<file path="config.mk">
export PLATFORM = sky130hd
export DESIGN_NAME = out_of_order_buffer_multiport
export DESIGN_NICKNAME = d
export VERILOG_FILES = /design/src/rtl/out_of_order_buffer_multiport.sv
export SDC_FILE = /design/constraint.sdc
export NUM_CORES = 1
export LEC_CHECK = 0
export BUFFER_PORTS_ARGS = -buffer_cell sky130_fd_sc_hd__buf_2
export CAP_MARGIN = 20
export CORE_ASPECT_RATIO = 1.25
export CORE_MARGIN = 10
export CORE_UTILIZATION = 53
export DETAILED_ROUTE_END_ITERATION = 10
export GPL_TIMING_DRIVEN = 0
export PLACE_DENSITY = 0.76
export SYNTH_ARGS = -nofsm -noshare
export SYNTH_HDL_FRONTEND = slang
export SYNTH_SLANG_ARGS = --single-unit
</file>
<file path="constraint.sdc">
create_clock -name clock -period 4 [get_ports clock]
set_clock_uncertainty 0.05 [all_clocks]
set_input_delay 1 -clock clock [delete_from_list [all_inputs] [get_ports clock]]
set_output_delay 1 -clock clock [all_outputs]
set_load 0.03 [all_outputs]
</file>
<file path="src/rtl/out_of_order_buffer_multiport.sv">
// Out-of-order slot buffer: writes take the lowest free slot, any number of read
// channels read/free arbitrary slots by index, optionally with registered outputs.

module ooo_read_chan #(
    parameter int WIDTH           = 8,
    parameter int DEPTH           = 8,
    parameter int INDEX_WIDTH     = 3,
    parameter bit REGISTERED_READ = 1'b0
) (
    input  logic                        clock,
    input  logic                        resetn,
    input  logic                        read_enable_i,
    input  logic                        read_clear_i,
    input  logic [INDEX_WIDTH-1:0]      read_index_i,
    input  logic [DEPTH-1:0]            valid_i,
    input  logic [DEPTH-1:0][WIDTH-1:0] mem_i,
    output logic [WIDTH-1:0]            read_data_o,
    output logic                        read_error_o,
    output logic [DEPTH-1:0]            clear_o
);

    logic             hit;
    logic [WIDTH-1:0] rd_data;
    logic             rd_err;
    logic [WIDTH-1:0] rdata_q;
    logic             rerr_q;

    // Index compare loop also treats out-of-range indexes (non power-of-two DEPTH) as invalid.
    always_comb begin
        hit     = 1'b0;
        rd_data = '0;
        clear_o = '0;
        for (int i = 0; i < DEPTH; i++) begin
            if (read_index_i == INDEX_WIDTH'(i)) begin
                hit     = valid_i[i];
                rd_data = mem_i[i];
            end
        end
        rd_err = read_enable_i && !hit;
        for (int i = 0; i < DEPTH; i++) begin
            clear_o[i] = read_enable_i && read_clear_i && hit && (read_index_i == INDEX_WIDTH'(i));
        end
    end

    always_ff @(posedge clock or negedge resetn) begin
        if (!resetn) begin
            rdata_q <= '0;
            rerr_q  <= 1'b0;
        end else begin
            rerr_q <= rd_err;
            if (read_enable_i) begin
                rdata_q <= rd_data;
            end
        end
    end

    assign read_data_o  = REGISTERED_READ ? rdata_q : rd_data;
    assign read_error_o = REGISTERED_READ ? rerr_q  : rd_err;

endmodule

module out_of_order_buffer_multiport #(
    parameter int WIDTH           = 8,
    parameter int DEPTH           = 8,
    parameter int INDEX_WIDTH     = $clog2(DEPTH),
    parameter int READ_PORTS      = 2,
    parameter bit REGISTERED_READ = 1'b0
) (
    input  logic                              clock,
    input  logic                              resetn,
    output logic                              full,
    output logic                              empty,
    output logic [$clog2(DEPTH+1)-1:0]        count,
    input  logic                              write_enable,
    input  logic [WIDTH-1:0]                  write_data,
    output logic [INDEX_WIDTH-1:0]            write_index,
    output logic                              write_error,
    input  logic [READ_PORTS-1:0]             read_enable,
    input  logic [READ_PORTS-1:0]             read_clear,
    input  logic [READ_PORTS*INDEX_WIDTH-1:0] read_index,
    output logic [READ_PORTS*WIDTH-1:0]       read_data,
    output logic [READ_PORTS-1:0]             read_error
);

    localparam int CW = $clog2(DEPTH+1);

    logic [DEPTH-1:0][WIDTH-1:0]      mem_q;
    logic [DEPTH-1:0]                 valid_q, valid_d;
    logic [CW-1:0]                    count_q, count_d;
    logic [INDEX_WIDTH-1:0]           widx;
    logic                             write_ok;
    logic [DEPTH-1:0]                 wr_set;
    logic [READ_PORTS-1:0][DEPTH-1:0] clear_chan;
    logic [DEPTH-1:0]                 clear_all;
    logic [CW-1:0]                    clr_cnt;

    assign full        = (count_q == CW'(DEPTH));
    assign empty       = (count_q == '0);
    assign count       = count_q;
    assign write_index = widx;
    assign write_ok    = write_enable && !full;
    assign write_error = write_enable && full;

    // Lowest invalid slot wins; stays 0 when every slot is valid.
    always_comb begin
        widx = '0;
        for (int i = DEPTH-1; i >= 0; i--) begin
            if (!valid_q[i]) begin
                widx = INDEX_WIDTH'(i);
            end
        end
    end

    genvar g;
    generate
        for (g = 0; g < READ_PORTS; g++) begin : g_chan
            ooo_read_chan #(
                .WIDTH          (WIDTH),
                .DEPTH          (DEPTH),
                .INDEX_WIDTH    (INDEX_WIDTH),
                .REGISTERED_READ(REGISTERED_READ)
            ) u_chan (
                .clock        (clock),
                .resetn       (resetn),
                .read_enable_i(read_enable[g]),
                .read_clear_i (read_clear[g]),
                .read_index_i (read_index[g*INDEX_WIDTH +: INDEX_WIDTH]),
                .valid_i      (valid_q),
                .mem_i        (mem_q),
                .read_data_o  (read_data[g*WIDTH +: WIDTH]),
                .read_error_o (read_error[g]),
                .clear_o      (clear_chan[g])
            );
        end
    endgenerate

    // OR-merging the per-channel clears makes duplicate frees of one slot count once.
    always_comb begin
        clear_all = '0;
        for (int n = 0; n < READ_PORTS; n++) begin
            clear_all = clear_all | clear_chan[n];
        end
        clr_cnt = '0;
        wr_set  = '0;
        for (int i = 0; i < DEPTH; i++) begin
            clr_cnt   = clr_cnt + CW'(clear_all[i]);
            wr_set[i] = write_ok && (widx == INDEX_WIDTH'(i));
        end
        valid_d = (valid_q & ~clear_all) | wr_set;
        count_d = count_q + CW'(write_ok) - clr_cnt;
    end

    always_ff @(posedge clock or negedge resetn) begin
        if (!resetn) begin
            valid_q <= '0;
            count_q <= '0;
        end else begin
            valid_q <= valid_d;
            count_q <= count_d;
        end
    end

    always_ff @(posedge clock) begin
        for (int i = 0; i < DEPTH; i++) begin
            if (wr_set[i]) begin
                mem_q[i] <= write_data;
            end
        end
    end

endmodule
</file>
# Word-level counts from Yosys, hierarchy flattened
# Index checks and enable logic that the tools add are counted.
[classes]
n_addsub = 9
eq_ne = 22
bitwise = 4
n_mux = 40
n_reduce_logical = 39
[ops]
columns = ["cell", "n"]
rows = [
  ["$mux 8", 16],
  ["$eq 3x3->1 const B", 12],
  ["$logic_and 1x1->1", 32],
  ["$mux 3", 8],
  ["$add 4x1->4", 5],
  ["$eq 3x2->1 const B", 6],
  ["$mux 1", 16],
  ["$or 8x8->8", 2],
  ["$eq 3x1->1 const B", 3],
  ["$logic_not 3->1", 3],
  ["$and 8x8->8", 1],
  ["$not 8->8", 1],
  ["$add 3x1->4", 1],
  ["$eq 4x4->1 const B", 1],
  ["$logic_not 4->1", 1],
  ["$sub 4x4->4", 1],
  ["$add 2x1->3", 1],
  ["$logic_not 1->1", 3],
  ["$add 1x1->2", 1],
]
[word_totals]
input_bits = 21
regBits = 76
out_inout_bits = 28
elab_cells = 124

# Longest topological paths before layout
# Gate-level depths: netlist of the first run.
[depth]
ltp_word = 20
mapped_depth = 19

# Hierarchy
# From an unflattened synthesis of the first run, not the netlist that was laid out.
[hier_totals]
cells_unflattened = 402
area_unflattened_um2 = 4490.6
[modules_own_cells]
columns = ["mod", "cells_each", "instances", "area_each_um2", "seq_area_each_um2"]
rows = [
  ["out_of_order_buffer_multiport", 156, 1, 2796.4, 2222.1],
  ["ooo_read_chan", 123, 2, 847.1, 0.0],
]

# Worst setup path after synthesis of the first run
# OpenSTA, ideal clock, no wires.
[synth_path]
path_kind = "input to register"
start = "in read_index[3]"
end = "reg count_q[3], in the netlist count[3]"
t_arrival_ns = 4.428
required_time_ns = 3.825
setup_slack_ns = -0.603
n_path_buf = 4
setup_time_ns = 0.125
cell_stages = 18
path_cell_list = "buf_6 > buf_6 > buf_2 > buf_2 > nor4b_1 > a31oi_1 > fa_1 > inv_1 > fa_1 > inv_1 > fa_1 > inv_1 > fa_1 > inv_1 > ha_1 > ha_1 > xor2_1 > xnor2_1"
[synth_via]
elab_chain_len = 20
[synth_lines]
columns = ["element", "line", "source"]
rows = [
  ["from (decl)", "80", "input logic [READ_PORTS*INDEX_WIDTH-1:0] read_index,"],
  ["$logic_not 3->1", "34, 41", ""],
  ["$mux 1 (8 in a row)", "34", "if (read_index_i == INDEX_WIDTH'(i)) begin"],
  ["$logic_and 1x1->1 (2 in a row)", "41", "clear_o[i] = read_enable_i && read_clear_i && hit && (read_index_i == INDEX_WIDTH'(i));"],
  ["$or 8x8->8 *", "141", "clear_all = clear_all | clear_chan[n];"],
  ["$add 1x1->2", "146", "clr_cnt = clr_cnt + CW'(clear_all[i]);"],
  ["$add 2x1->3", "146", ""],
  ["$add 3x1->4", "146", ""],
  ["$add 4x1->4 (3 in a row)", "146", ""],
  ["$add 4x1->4 *", "146", ""],
  ["$sub 4x4->4 *", "150", "count_d = count_q + CW'(write_ok) - clr_cnt;"],
  ["named net count_d[3]", "89", "logic [CW-1:0] count_q, count_d;"],
  ["to (signal assigned)", "159", "count_q <= count_d;"],
  ["to (decl)", "89", ""],
]
# The timed path passes the listed nets; every way through them passes the cells marked *.
# A chain may end at the register's enable or synchronous reset.

# Worst setup path after layout of the first run
[layout_path]
start = "in read_index[5]"
end = "reg count_q[3], in the netlist count[3]"
# Same word-level chain as after synthesis.

==> results of run 1 <==
==> metal layers <==
layer	part of all wire [%]	global-route usage [%]
met4	4.5	12.8
met5	0	0
met3	8.0	6.04
met1	38	23.4
met2	50	33.8
==> cells by family (layout without fill, tap and decap cells) <==
| logic type | after synthesis | count (layout) | synth area share (%) |
|---|---|---|---|
| muxes | 44 | 44 | 13.2 |
| adders and majority gates | 13 | 13 | 4.88 |
| AOI/OAI and AO/OA | 80 | 80 | 13.3 |
| DFF | 76 | 76 | 52.2 |
| and+or+nand+nor | 91 | 91 | 11.5 |
| xor gates and xnor gates | 3 | 3 | 0.617 |
| buffers and inverters | 39 | 117 | 4.38 |
==> flip-flops by register name, summed over array words and instances, names as in the netlist <==
name / count
mem_q: 64
valid_q: 8
count: 4
==> placed cells by master, fill, tap and decap left out, drive strengths merged, types with 14 or more instances in the layout <==
master	count
a21oi	15
buf	81
clkbuf	16
edfxtp	64
inv	14
mux2	17
mux2i	19
nand2	14
nor2	25
o21ai	14
==> path summary, 6_finish.rpt <==
kind                                       from  cells past startpoint                    to
max                               read_index[5]                     18    count[3]$_DFF_PN0_
min                                      resetn                      1  valid_q[0]$_DFF_PN0_
max reg2reg                valid_q[3]$_DFF_PN0_                     18    count[3]$_DFF_PN0_
min reg2reg                  count[3]$_DFF_PN0_                      2    count[3]$_DFF_PN0_
max in group asynchronous                resetn                      1    count[1]$_DFF_PN0_
min in group clock           count[3]$_DFF_PN0_                      2    count[3]$_DFF_PN0_
==> power by group through the flow <==
stage               registers, mW  logic [mW]  clock network (mW)
detailed placement           1.15        1.02                   0
CTS                          1.13        1.07               0.512
global placement             1.14       0.969                   0
finish                       1.13        1.10               0.501
floorplan                    1.16       0.669                   0
global route                 1.15        1.19               0.542
==> repair_timing <==
item,in CTS,in global routing
setup buffers,7,6
endpoints found under the setup margin,3,3
resized for setup,37,13
pin swaps,18,13
==> area by class of cell <==
class	instances	area, um2	area share [%]
repair buffers	63	390	7.56
flip-flops and latches	76	2220	43.0
inverters	15	60.1	1.16
well taps	95	119	2.30
clock buffers	11	131	2.54
plain buffers	23	171	3.32
multi-input cells	231	2040	39.5
clock inverters	5	28.8	0.557
==> flow_summary_export.csv, run 1 <==
group,metric,value,unit
layout,final.fill_count,591,
timing,slew_headroom,22.2,%
grt,grt_pass1_wl,19300,um
logic_synthesis,synth.distinct_cells,60,
routing,detail_route.drc_violations,0,
logic_synthesis,async_flop_share,15.8,%
logic_synthesis,share_of_synthesized_area_occupied_by_flip_flops_and_latches,52.2,%
power_and_ir_drop,total_leakage_power,2.00,nW
power_and_ir_drop,peakVddDrop,0.000519,V
placement,pre_cts_ws,-1210,ps
power_and_ir_drop,cellInternalPower,1.66,mW
min_path,min_path_type,"in -> async",
floorplanning,die_h,120,um
floorplanning,design.core.area,7790,um2
logic_synthesis,yosys.cell_count.top_type,"sky130_fd_sc_hd__edfxtp_1",
grt,grt_overflow_total,0,
worst_setup_path,path_class,"in -> reg",
clocking,tritoncts_clock_tree,"done",
logic_synthesis,netlist_area,4260,um2
power_and_ir_drop,power,2.73,mW
placement,hpwl,8650,um
logic_synthesis,flip_flop_and_latch_count_after_synthesis,76,
layout,post_route_cells_drive_above_1_share,37.5,%
routing,antenna_left,0,
timing,clock.fmax,231,MHz
grt,grt_antenna_before_repair,0,
clocking,root_buffer,"sky130_fd_sc_hd__clkbuf_8",
timing,final_hold_viol_count,0,
placement,placedCellCount,491,
logic_synthesis,synth_ff_type,"sky130_fd_sc_hd__edfxtp_1",
timing,fin_hold_ws,458,ps
power_and_ir_drop,seq_power_share,41.5,%
logic_synthesis,netlist_instances,346,
logic_synthesis,number_of_flops_mapped_to_enable_cells_by_yosys,64,
grt,grt_usage,20.8,%
clocking,holdBufCountCts,0,
routing,dr_total_vias,3359,
timing,worst-slew-pin-transition,1160,ps
worst_setup_path,crit_path_end_kind,"register",
timing,min_period,4330,ps
layout,finalNonFillerCells,519,
logic_synthesis,synth.top_cells.by_count,"sky130_fd_sc_hd__edfxtp_1, sky130_fd_sc_hd__nor2_1, sky130_fd_sc_hd__mux2i_1",
worst_setup_path,cp.buffers_inverters,5,
clocking,insertion_delay,360,ps
logic_synthesis,synth_area_leaders,"sky130_fd_sc_hd__edfxtp_1, sky130_fd_sc_hd__dfrtp_1, sky130_fd_sc_hd__mux2_2",
routing,drt-total-wl,12300,um
power_and_ir_drop,net-switching-power,1.07,mW
clocking,cts_num_sinks,76,
placement,post_dp_cell_area,4710,um2
timing,grt_setup_unrepaired,"true",
worst_setup_path,worst_setup_path_start_kind,"input pin",
logic_synthesis,syn_avg_cell_area,12.3,um2
logic_synthesis,synth_largest_type_area_fraction,45.1,%
layout,design_area,5160,um2
worst_setup_path,critPathTopFamily,"adder cells",
grt,largest_net_degree_at_the_start_of_global_routing,13,
worst_setup_path,arrival,4520,ps
logic_synthesis,ys.warnings.count,0,
placement,portBuffers,47,
grt,number_of_global_route_vias_before_repair,3523,
timing,layout_setup_ws,-331,ps
layout,syn_to_final_growth,21.3,%
routing,vias_per_cell,6.47,
worst_setup_path,crit_path_max_fanout,9,
routing,first_pass_iteration_count_of_the_detailed_router,5,
power_and_ir_drop,pwr-share-comb,40.2,%
power_and_ir_drop,power_per_cell_area,529,nW/um2
layout,antenna-diode-count,0,
routing,detail_route.iter0.violations,267,
routing,drt-wirelength-per-cell,23.7,um
clocking,clock_tree.htree_level_count,3,
floorplanning,num_io_pins,49,
timing,final.period_utilization,108,%
worst_setup_path,data_required_time_at_the_worst_endpoint,4190,ps
worst_setup_path,crit_path_cell_trace,"buf_12 -> and4b_1 -> a31o_1 -> o31ai_4 -> nand2_1 -> a32oi_2 -> fa_2 -> inv_2 -> fa_1 -> inv_1 -> fa_2 -> inv_2 -> fa_1 -> inv_2 -> ha_4 -> ha_4 -> xor2_2 -> xnor2_1",
floorplanning,initial_core_util,54.6,%
layout,final_util,66.3,%
worst_setup_path,rrSetupSlack,-150,ps
placement,gp_congestion,0.983,
flow_run,timing.max_cap.violations,0,
clocking,cts_bufs_inserted,9,
layout,finalNetCount,453,
timing,maxSlewViolCount,0,
power_and_ir_drop,clock_network_fraction_of_total_power,18.3,%
floorplanning,floorplan.die.width,100,um
logic_synthesis,yosys.area.top_type,"sky130_fd_sc_hd__edfxtp_1",
outcome,outcome,"finished, violations left",
worst_setup_path,slowest_delay,490,ps
clocking,clk_transition_reported_paths,80,ps
power_and_ir_drop,power.switching_fraction,39.3,%
worst_setup_path,slowest_library_cell_on_the_worst_path,"sky130_fd_sc_hd__fa_1",
timing,setup-tns-final,-422,ps
logic_synthesis,synth.net_count,380,
outcome,violations,"negative setup slack",
timing,final-setup-viol-count,2,
floorplanning,dieArea,12000,um2
floorplanning,placement_rows,36,
worst_setup_path,worst_path_most_repeated_cell,"sky130_fd_sc_hd__inv_2",
clocking,clock_path_buffers,2,
Power figures use the tool's default switching activity.
==> run 2, diff against run 1 <==
- CELL_PAD_IN_SITES_DETAIL_PLACEMENT: not set -> 2
- CELL_PAD_IN_SITES_GLOBAL_PLACEMENT: not set -> 2
- CORE_UTILIZATION: 53 -> 36
- PLACE_DENSITY: 0.76 -> not set
- PLACE_DENSITY_LB_ADDON: not set -> 0.1
- RECOVER_POWER: not set -> 100
- clock period: 4 -> 3.75 ns (I/O delays scaled with it)
==> run 2 against run 1 <==
- the flow still finishes with violations (negative setup slack)
- die area grew 38%
- setup slack lost 250 ps
- register-to-register slack lost 280 ps
- clock power grew 73%
- cell count grew 13%
- wire length grew 27%
- largest cell class unchanged
==> flow_summary_export.csv, run 2 (same netlist as run 1, synthesis figures left out) <==
group,metric,value,unit
routing,antenna_left,0,
layout,post_route_cells_drive_above_1_share,34.4,%
clocking,cts_bufs_inserted,9,
floorplanning,design.core.area,11600,um2
worst_setup_path,crit_path_max_fanout,10,
clocking,root_buffer,"sky130_fd_sc_hd__clkbuf_16",
timing,final.period_utilization,116,%
routing,first_pass_iteration_count_of_the_detailed_router,4,
layout,syn_to_final_growth,26.4,%
timing,clock.fmax,231,MHz
clocking,cts_num_sinks,76,
worst_setup_path,path_class,"in -> reg",
clocking,insertion_delay,340,ps
placement,placedCellCount,559,
clocking,tritoncts_clock_tree,"done",
worst_setup_path,crit_path_end_kind,"register",
clocking,clock_path_buffers,2,
worst_setup_path,critical_path_depth,15,
floorplanning,num_io_pins,49,
grt,grt_overflow_total,0,
worst_setup_path,cp.buffers_inverters,4,
layout,finalNonFillerCells,586,
grt,largest_net_degree_at_the_start_of_global_routing,14,
placement,post_dp_cell_area,4810,um2
outcome,outcome,"finished, violations left",
clocking,clock_tree.htree_level_count,3,
placement,gp_congestion,0.795,
worst_setup_path,r2r-start,"valid_q[3]$_DFF_PN0_",
layout,layout.cells.most_common_list,"sky130_fd_sc_hd__edfxtp_1, sky130_fd_sc_hd__buf_2, sky130_fd_sc_hd__nor2_1",
layout,top_register,"mem_q",
worst_setup_path,data_required_time_at_the_worst_endpoint,3920,ps
timing,final_hold_viol_count,0,
routing,drt-total-wl,15600,um
placement,portBuffers,47,
layout,antenna-diode-count,0,
min_path,min_path_type,"in -> async",
worst_setup_path,slowest_library_cell_on_the_worst_path,"sky130_fd_sc_hd__fa_1",
grt,grt_pass1_wl,23700,um
outcome,violations,"negative setup slack",
routing,drt-wirelength-per-cell,26.6,um
layout,design_area,5380,um2
layout,layout_commonest_cell,"sky130_fd_sc_hd__edfxtp_1",
layout,multi_input_comb_area,2060,um2
timing,slew_headroom,11.8,%
clocking,holdBufCountCts,0,
grt,number_of_global_route_vias_before_repair,3847,
timing,min_period,4330,ps
routing,vias_per_cell,5.64,
layout,final_util,46.3,%
worst_setup_path,worst_setup_path_start_kind,"input pin",
flow_run,timing.max_cap.violations,0,
routing,detail_route.iter0.violations,241,
routing,dr_total_vias,3303,
placement,hpwl,11500,um
layout,finalNetCount,454,
timing,maxSlewViolCount,0,
power_and_ir_drop,peakVddDrop,0.000408,V
floorplanning,dieArea,16600,um2
worst_setup_path,reg2regPathDepth,19,
grt,grt_antenna_before_repair,0,
timing,grt_setup_unrepaired,"true",
timing,final-setup-viol-count,3,
power_and_ir_drop,power_per_cell_area,613,nW/um2
worst_setup_path,slowest_delay,500,ps
layout,largest_register_ff_count,64,
worst_setup_path,crit_path_cell_trace,"buf_2 -> buf_2 -> nor2_1 -> nand2_1 -> o31a_1 -> fa_1 -> ha_2 -> fa_2 -> inv_2 -> fa_1 -> inv_2 -> ha_4 -> ha_4 -> xor2_1 -> xnor2_1",
floorplanning,floorplan.die.width,117,um
grt,grt_usage,19.6,%
worst_setup_path,critPathTopFamily,"adder cells",
timing,worst-slew-pin-transition,1310,ps
power_and_ir_drop,total_leakage_power,2.06,nW
clocking,clk_transition_reported_paths,60,ps
layout,final.fill_count,1216,
floorplanning,placement_rows,44,
layout,ff_latch_area,2220,um2
floorplanning,initial_core_util,36.6,%
floorplanning,die_h,142,um
timing,layout_setup_ws,-584,ps
routing,detail_route.drc_violations,0,
worst_setup_path,arrival,4500,ps
worst_setup_path,crit_start,"read_index[1]",
-- run 2: cell types whose count changed in the layout (fill, tap and decap cells not counted), sizes merged --
cell / delta
inv: +1
clkbuf: +12
clkinv: +1
buf: -13
bufinv: +1
clkinvlp: -1
-- run 2: per-stage QoR --
step / power [mW] / worst slack, ps / hold WS (ps) / setup TNS, ps
floorplan: 1.95 / -764 / 533 / -1640
global placement: 2.29 / -1630 / 611 / -5540
detailed placement: 2.37 / -1740 / 630 / -6260
CTS: 3.29 / -578 / 438 / -1140
global route: 3.46 / -673 / 628 / -1380
finish: 3.30 / -584 / 579 / -1110
-- run 2: worst paths after layout --
path / to / slack, ps
worst max-delay path: count[3]$_DFF_PN0_ / -580
worst min-delay path: valid_q[1]$_DFF_PN0_ / 580
worst max register to register: count[3]$_DFF_PN0_ / -430
worst min register to register: valid_q[1]$_DFF_PN0_ / 620
max in group asynchronous: valid_q[2]$_DFF_PN0_ / 2610
min in group clock: valid_q[1]$_DFF_PN0_ / 620
-- run 2: worst reg2reg max path, cell delays in order, from the launching register on --
cell and delay [ps]:
sky130_fd_sc_hd__dfrtp_1 350, sky130_fd_sc_hd__buf_2 180, sky130_fd_sc_hd__and4b_1 230, sky130_fd_sc_hd__a31o_4 210, sky130_fd_sc_hd__o31ai_4 300, sky130_fd_sc_hd__buf_4 190, sky130_fd_sc_hd__nor4b_4 50, sky130_fd_sc_hd__a31oi_1 200
sky130_fd_sc_hd__fa_2 230, sky130_fd_sc_hd__inv_2 40, sky130_fd_sc_hd__fa_1 490, sky130_fd_sc_hd__inv_1 50, sky130_fd_sc_hd__fa_2 330, sky130_fd_sc_hd__inv_2 60, sky130_fd_sc_hd__fa_1 410, sky130_fd_sc_hd__inv_2 80
sky130_fd_sc_hd__ha_4 200, sky130_fd_sc_hd__ha_4 150, sky130_fd_sc_hd__xor2_1 140, sky130_fd_sc_hd__xnor2_1 130
-- run 2: repair_timing --
item	4_1_cts	5_1_grt
resized for setup	31	20
setup endpoints to repair	17	5
pin swaps	14	7
buffers inserted	7	3
-- run 2: power by group --
group | switching [mW] | leakage [nW] | internal (mW)
Sequential | 0.118 | 0.717 | 1.10
Combinational | 0.771 | 1.20 | 0.440
Clock | 0.355 | 0.139 | 0.511
Total | 1.24 | 2.06 | 2.05
-- run 2: layout make-up --
cell class | count | area share (%)
clock inverters | 7 | 1.26
clock buffers | 9 | 4.19
plain buffers | 24 | 3.35
repair buffers | 63 | 6.93
flip-flops and latches | 76 | 41.3
multi-input cells | 231 | 38.2
inverters | 15 | 1.05
well taps | 161 | 3.74
-- run 2: metal layers --
layer  track usage, %  vias to the layer above  wire [um]
met5                0                        -          0
met4             6.65                        0        250
met3             4.56                       16       1050
met2             34.7                      114       8450
met1             22.4                     1701       5850
li1                 -                     1472          -
==> run 3, diff against run 2 <==
- ABC_AREA: not set -> 1
- CORE_UTILIZATION: 36 -> 33
==> run 3 against run 2 <==
- the flow still finishes with violations (negative setup slack)
- register-to-register slack better by 290 ps
- combinational power hardly changed
- critical path type unchanged
- non-clock buffer count is 15 lower
- power is 4.4% higher
- synthesized cell count is 26% higher
- wire length is 5.5% lower
- largest power group unchanged
- worst hold slack worse by 36 ps
==> flow_summary_export.csv, run 3 <==
group,metric,value,unit
placement,hpwl,10600,um
routing,antenna_left,0,
floorplanning,num_io_pins,49,
clocking,clock_tree.htree_level_count,3,
power_and_ir_drop,total_leakage_power,2.23,nW
layout,largest_register_ff_count,64,
placement,pre_cts_ws,-1420,ps
routing,detail_route.iter0.violations,140,
routing,detail_route.drc_violations,0,
floorplanning,placement_rows,45,
min_path,min_path_type,"reg -> reg",
logic_synthesis,share_of_synthesized_area_occupied_by_flip_flops_and_latches,54.8,%
clocking,root_buffer,"sky130_fd_sc_hd__clkbuf_16",
routing,dr_total_vias,3509,
outcome,violations,"negative setup slack",
worst_setup_path,crit_path_end_kind,"register",
grt,number_of_global_route_vias_before_repair,4045,
logic_synthesis,synth_largest_type_area_fraction,47.4,%
clocking,clk_transition_reported_paths,60,ps
placement,portBuffers,46,
logic_synthesis,syn_avg_cell_area,9.32,um2
timing,slew_headroom,33.4,%
timing,grt_setup_unrepaired,"true",
power_and_ir_drop,peakVddDrop,0.000327,V
clocking,tritoncts_clock_tree,"done",
timing,worst-slew-pin-transition,995,ps
logic_synthesis,netlist_area,4050,um2
clocking,insertion_delay,340,ps
routing,drt-wirelength-per-cell,21.6,um
logic_synthesis,async_flop_share,15.8,%
timing,clock.fmax,236,MHz
grt,grt_antenna_before_repair,0,
timing,maxSlewViolCount,0,
grt,grt_overflow_total,0,
power_and_ir_drop,power_per_cell_area,642,nW/um2
clocking,clock_path_buffers,2,
layout,top_register,"mem_q",
placement,gp_congestion,0.783,
logic_synthesis,netlist_instances,435,
grt,grt_usage,17.3,%
logic_synthesis,synth_area_leaders,"sky130_fd_sc_hd__edfxtp_1, sky130_fd_sc_hd__nand2_1, sky130_fd_sc_hd__dfrtp_1",
logic_synthesis,synth.top_cells.by_count,"sky130_fd_sc_hd__nand2_1, sky130_fd_sc_hd__inv_1, sky130_fd_sc_hd__edfxtp_1",
layout,syn_to_final_growth,32.3,%
layout,layout.cells.most_common_list,"sky130_fd_sc_hd__nand2_1, sky130_fd_sc_hd__inv_1, sky130_fd_sc_hd__edfxtp_1",
worst_setup_path,worst_setup_path_start_kind,"input pin",
logic_synthesis,yosys.area.top_type,"sky130_fd_sc_hd__edfxtp_1",
floorplanning,design.core.area,12100,um2
worst_setup_path,crit_path_max_fanout,8,
clocking,cts_num_sinks,76,
grt,grt_pass1_wl,22400,um
logic_synthesis,ys.warnings.count,0,
layout,post_route_cells_drive_above_1_share,28.0,%
clocking,cts_bufs_inserted,9,
worst_setup_path,arrival,4410,ps
layout,finalNetCount,547,
power_and_ir_drop,power,3.44,mW
logic_synthesis,flip_flop_and_latch_count_after_synthesis,76,
flow_run,timing.max_cap.violations,0,
layout,layout_commonest_cell,"sky130_fd_sc_hd__nand2_1",
logic_synthesis,synth.distinct_cells,31,
layout,antenna-diode-count,0,
logic_synthesis,number_of_flops_mapped_to_enable_cells_by_yosys,64,
routing,first_pass_iteration_count_of_the_detailed_router,4,
routing,vias_per_cell,5.15,
grt,largest_net_degree_at_the_start_of_global_routing,14,
floorplanning,dieArea,17100,um2
timing,final_hold_viol_count,0,
floorplanning,die_h,144,um
floorplanning,initial_core_util,33.5,%
outcome,outcome,"finished, violations left",
timing,layout_setup_ws,-489,ps
timing,final-setup-viol-count,3,
logic_synthesis,synth_ff_type,"sky130_fd_sc_hd__edfxtp_1",
timing,final.period_utilization,113,%
logic_synthesis,yosys.cell_count.top_type,"sky130_fd_sc_hd__nand2_1",
floorplanning,floorplan.die.width,119,um
routing,drt-total-wl,14700,um
worst_setup_path,path_class,"in -> reg",
worst_setup_path,data_required_time_at_the_worst_endpoint,3920,ps
timing,min_period,4240,ps
logic_synthesis,synth.net_count,469,
clocking,holdBufCountCts,0,
-- run 3: changes by cell type after synthesis, moves of 12 or more --
cell / delta
sky130_fd_sc_hd__inv_1: +62
sky130_fd_sc_hd__mux2i_1: -19
sky130_fd_sc_hd__nand4_1: +14
sky130_fd_sc_hd__o22ai_1: +12
sky130_fd_sc_hd__nand2_1: +91
sky130_fd_sc_hd__mux2_2: -17
sky130_fd_sc_hd__nand3_1: +26
sky130_fd_sc_hd__a21oi_1: +15
-- run 3: layer usage --
layer,part of all wire [%],track usage [%]
met1,38,17.7
met2,58,34.0
met3,2.8,3.53
met4,1.5,5.47
met5,0,0
-- run 3: timing repair --
action | in CTS | in global routing
pin swaps | 21 | 14
gates cloned | 0 | 0
setup buffers | 19 | 1
setup endpoints to repair | 3 | 4
resized for setup | 44 | 28
-- run 3: final cells by class --
| type | count | area (um2) |
|---|---|---|
| fillers | 1305 | 6740 |
| flip-flops and latches | 76 | 2220 |
| multi-input cells | 269 | 1760 |
| repair buffers | 67 | 429 |
| inverters | 85 | 367 |
| clock buffers | 10 | 229 |
| well taps | 164 | 205 |
| clock inverters | 6 | 87.6 |
| plain buffers | 5 | 60.1 |
-- run 3: worst max-delay path: stages --
cell and delay (ps):
sky130_fd_sc_hd__buf_8 90, sky130_fd_sc_hd__inv_8 50, sky130_fd_sc_hd__buf_12 120, sky130_fd_sc_hd__nor3_4 260, sky130_fd_sc_hd__nand2_2 100, sky130_fd_sc_hd__nand4_4 180, sky130_fd_sc_hd__nand3_2 120, sky130_fd_sc_hd__nand2_2 100
sky130_fd_sc_hd__inv_2 40, sky130_fd_sc_hd__fa_2 410, sky130_fd_sc_hd__inv_2 70, sky130_fd_sc_hd__fa_1 430, sky130_fd_sc_hd__inv_2 70, sky130_fd_sc_hd__fa_2 180, sky130_fd_sc_hd__inv_2 40, sky130_fd_sc_hd__fa_1 480
sky130_fd_sc_hd__inv_2 50, sky130_fd_sc_hd__ha_4 210, sky130_fd_sc_hd__ha_4 160, sky130_fd_sc_hd__xor2_2 170, sky130_fd_sc_hd__xnor2_1 120
-- run 3: report_power, final --
| group | switching [mW] | total, mW | internal (mW) | leakage (nW) |
|---|---|---|---|---|
| registers | 0.145 | 1.30 | 1.15 | 0.717 |
| logic | 0.829 | 1.20 | 0.373 | 1.35 |
| clock network | 0.356 | 0.940 | 0.584 | 0.157 |
-- run 3: worst paths after layout --
check,from,endpoint,slack (ps),cells after the start
worst max-delay path,read_index[2],count[3]$_DFF_PN0_,-490,21
worst min register to register,valid_q[6]$_DFF_PN0_,valid_q[6]$_DFF_PN0_,540,2
max in group asynchronous,resetn,valid_q[2]$_DFF_PN0_,2550,1
min in group asynchronous,resetn,valid_q[7]$_DFF_PN0_,600,1
worst max register to register,valid_q[1]$_DFF_PN0_,count[3]$_DFF_PN0_,-140,21
worst min-delay path,valid_q[6]$_DFF_PN0_,valid_q[6]$_DFF_PN0_,540,2
-- run 3: kinds of logic (layout without fill, tap and decap cells) --
kind of cell             count (synthesis)  count (layout)  share of synthesized area, %
adder cells (fa/ha/maj)                 13              13                          5.13
AND/OR/NAND/NOR                        190             190                          21.8
XOR/XNOR                                 3               3                         0.648
buffers and inverters                   90             173                          8.61
flip-flops                              76              76                          54.8
AO/OA/AOI/OAI                           63              63                          8.95
-- run 3: metrics by stage --
step / cell area, um2 / util (%) / std cells / TNS [ps] / hold slack, ps
after floorplan: 4180 / - / 435 / -1170 / 462
after global placement: 4610 / 38.1 / 645 / -3510 / 516
after detailed placement: 4610 / 38.1 / 645 / -3890 / 517
after CTS: 5240 / 43.3 / 680 / -776 / 442
after global routing: 5360 / 44.3 / 682 / -1100 / 619
final: 5360 / 44.3 / 682 / -820 / 543
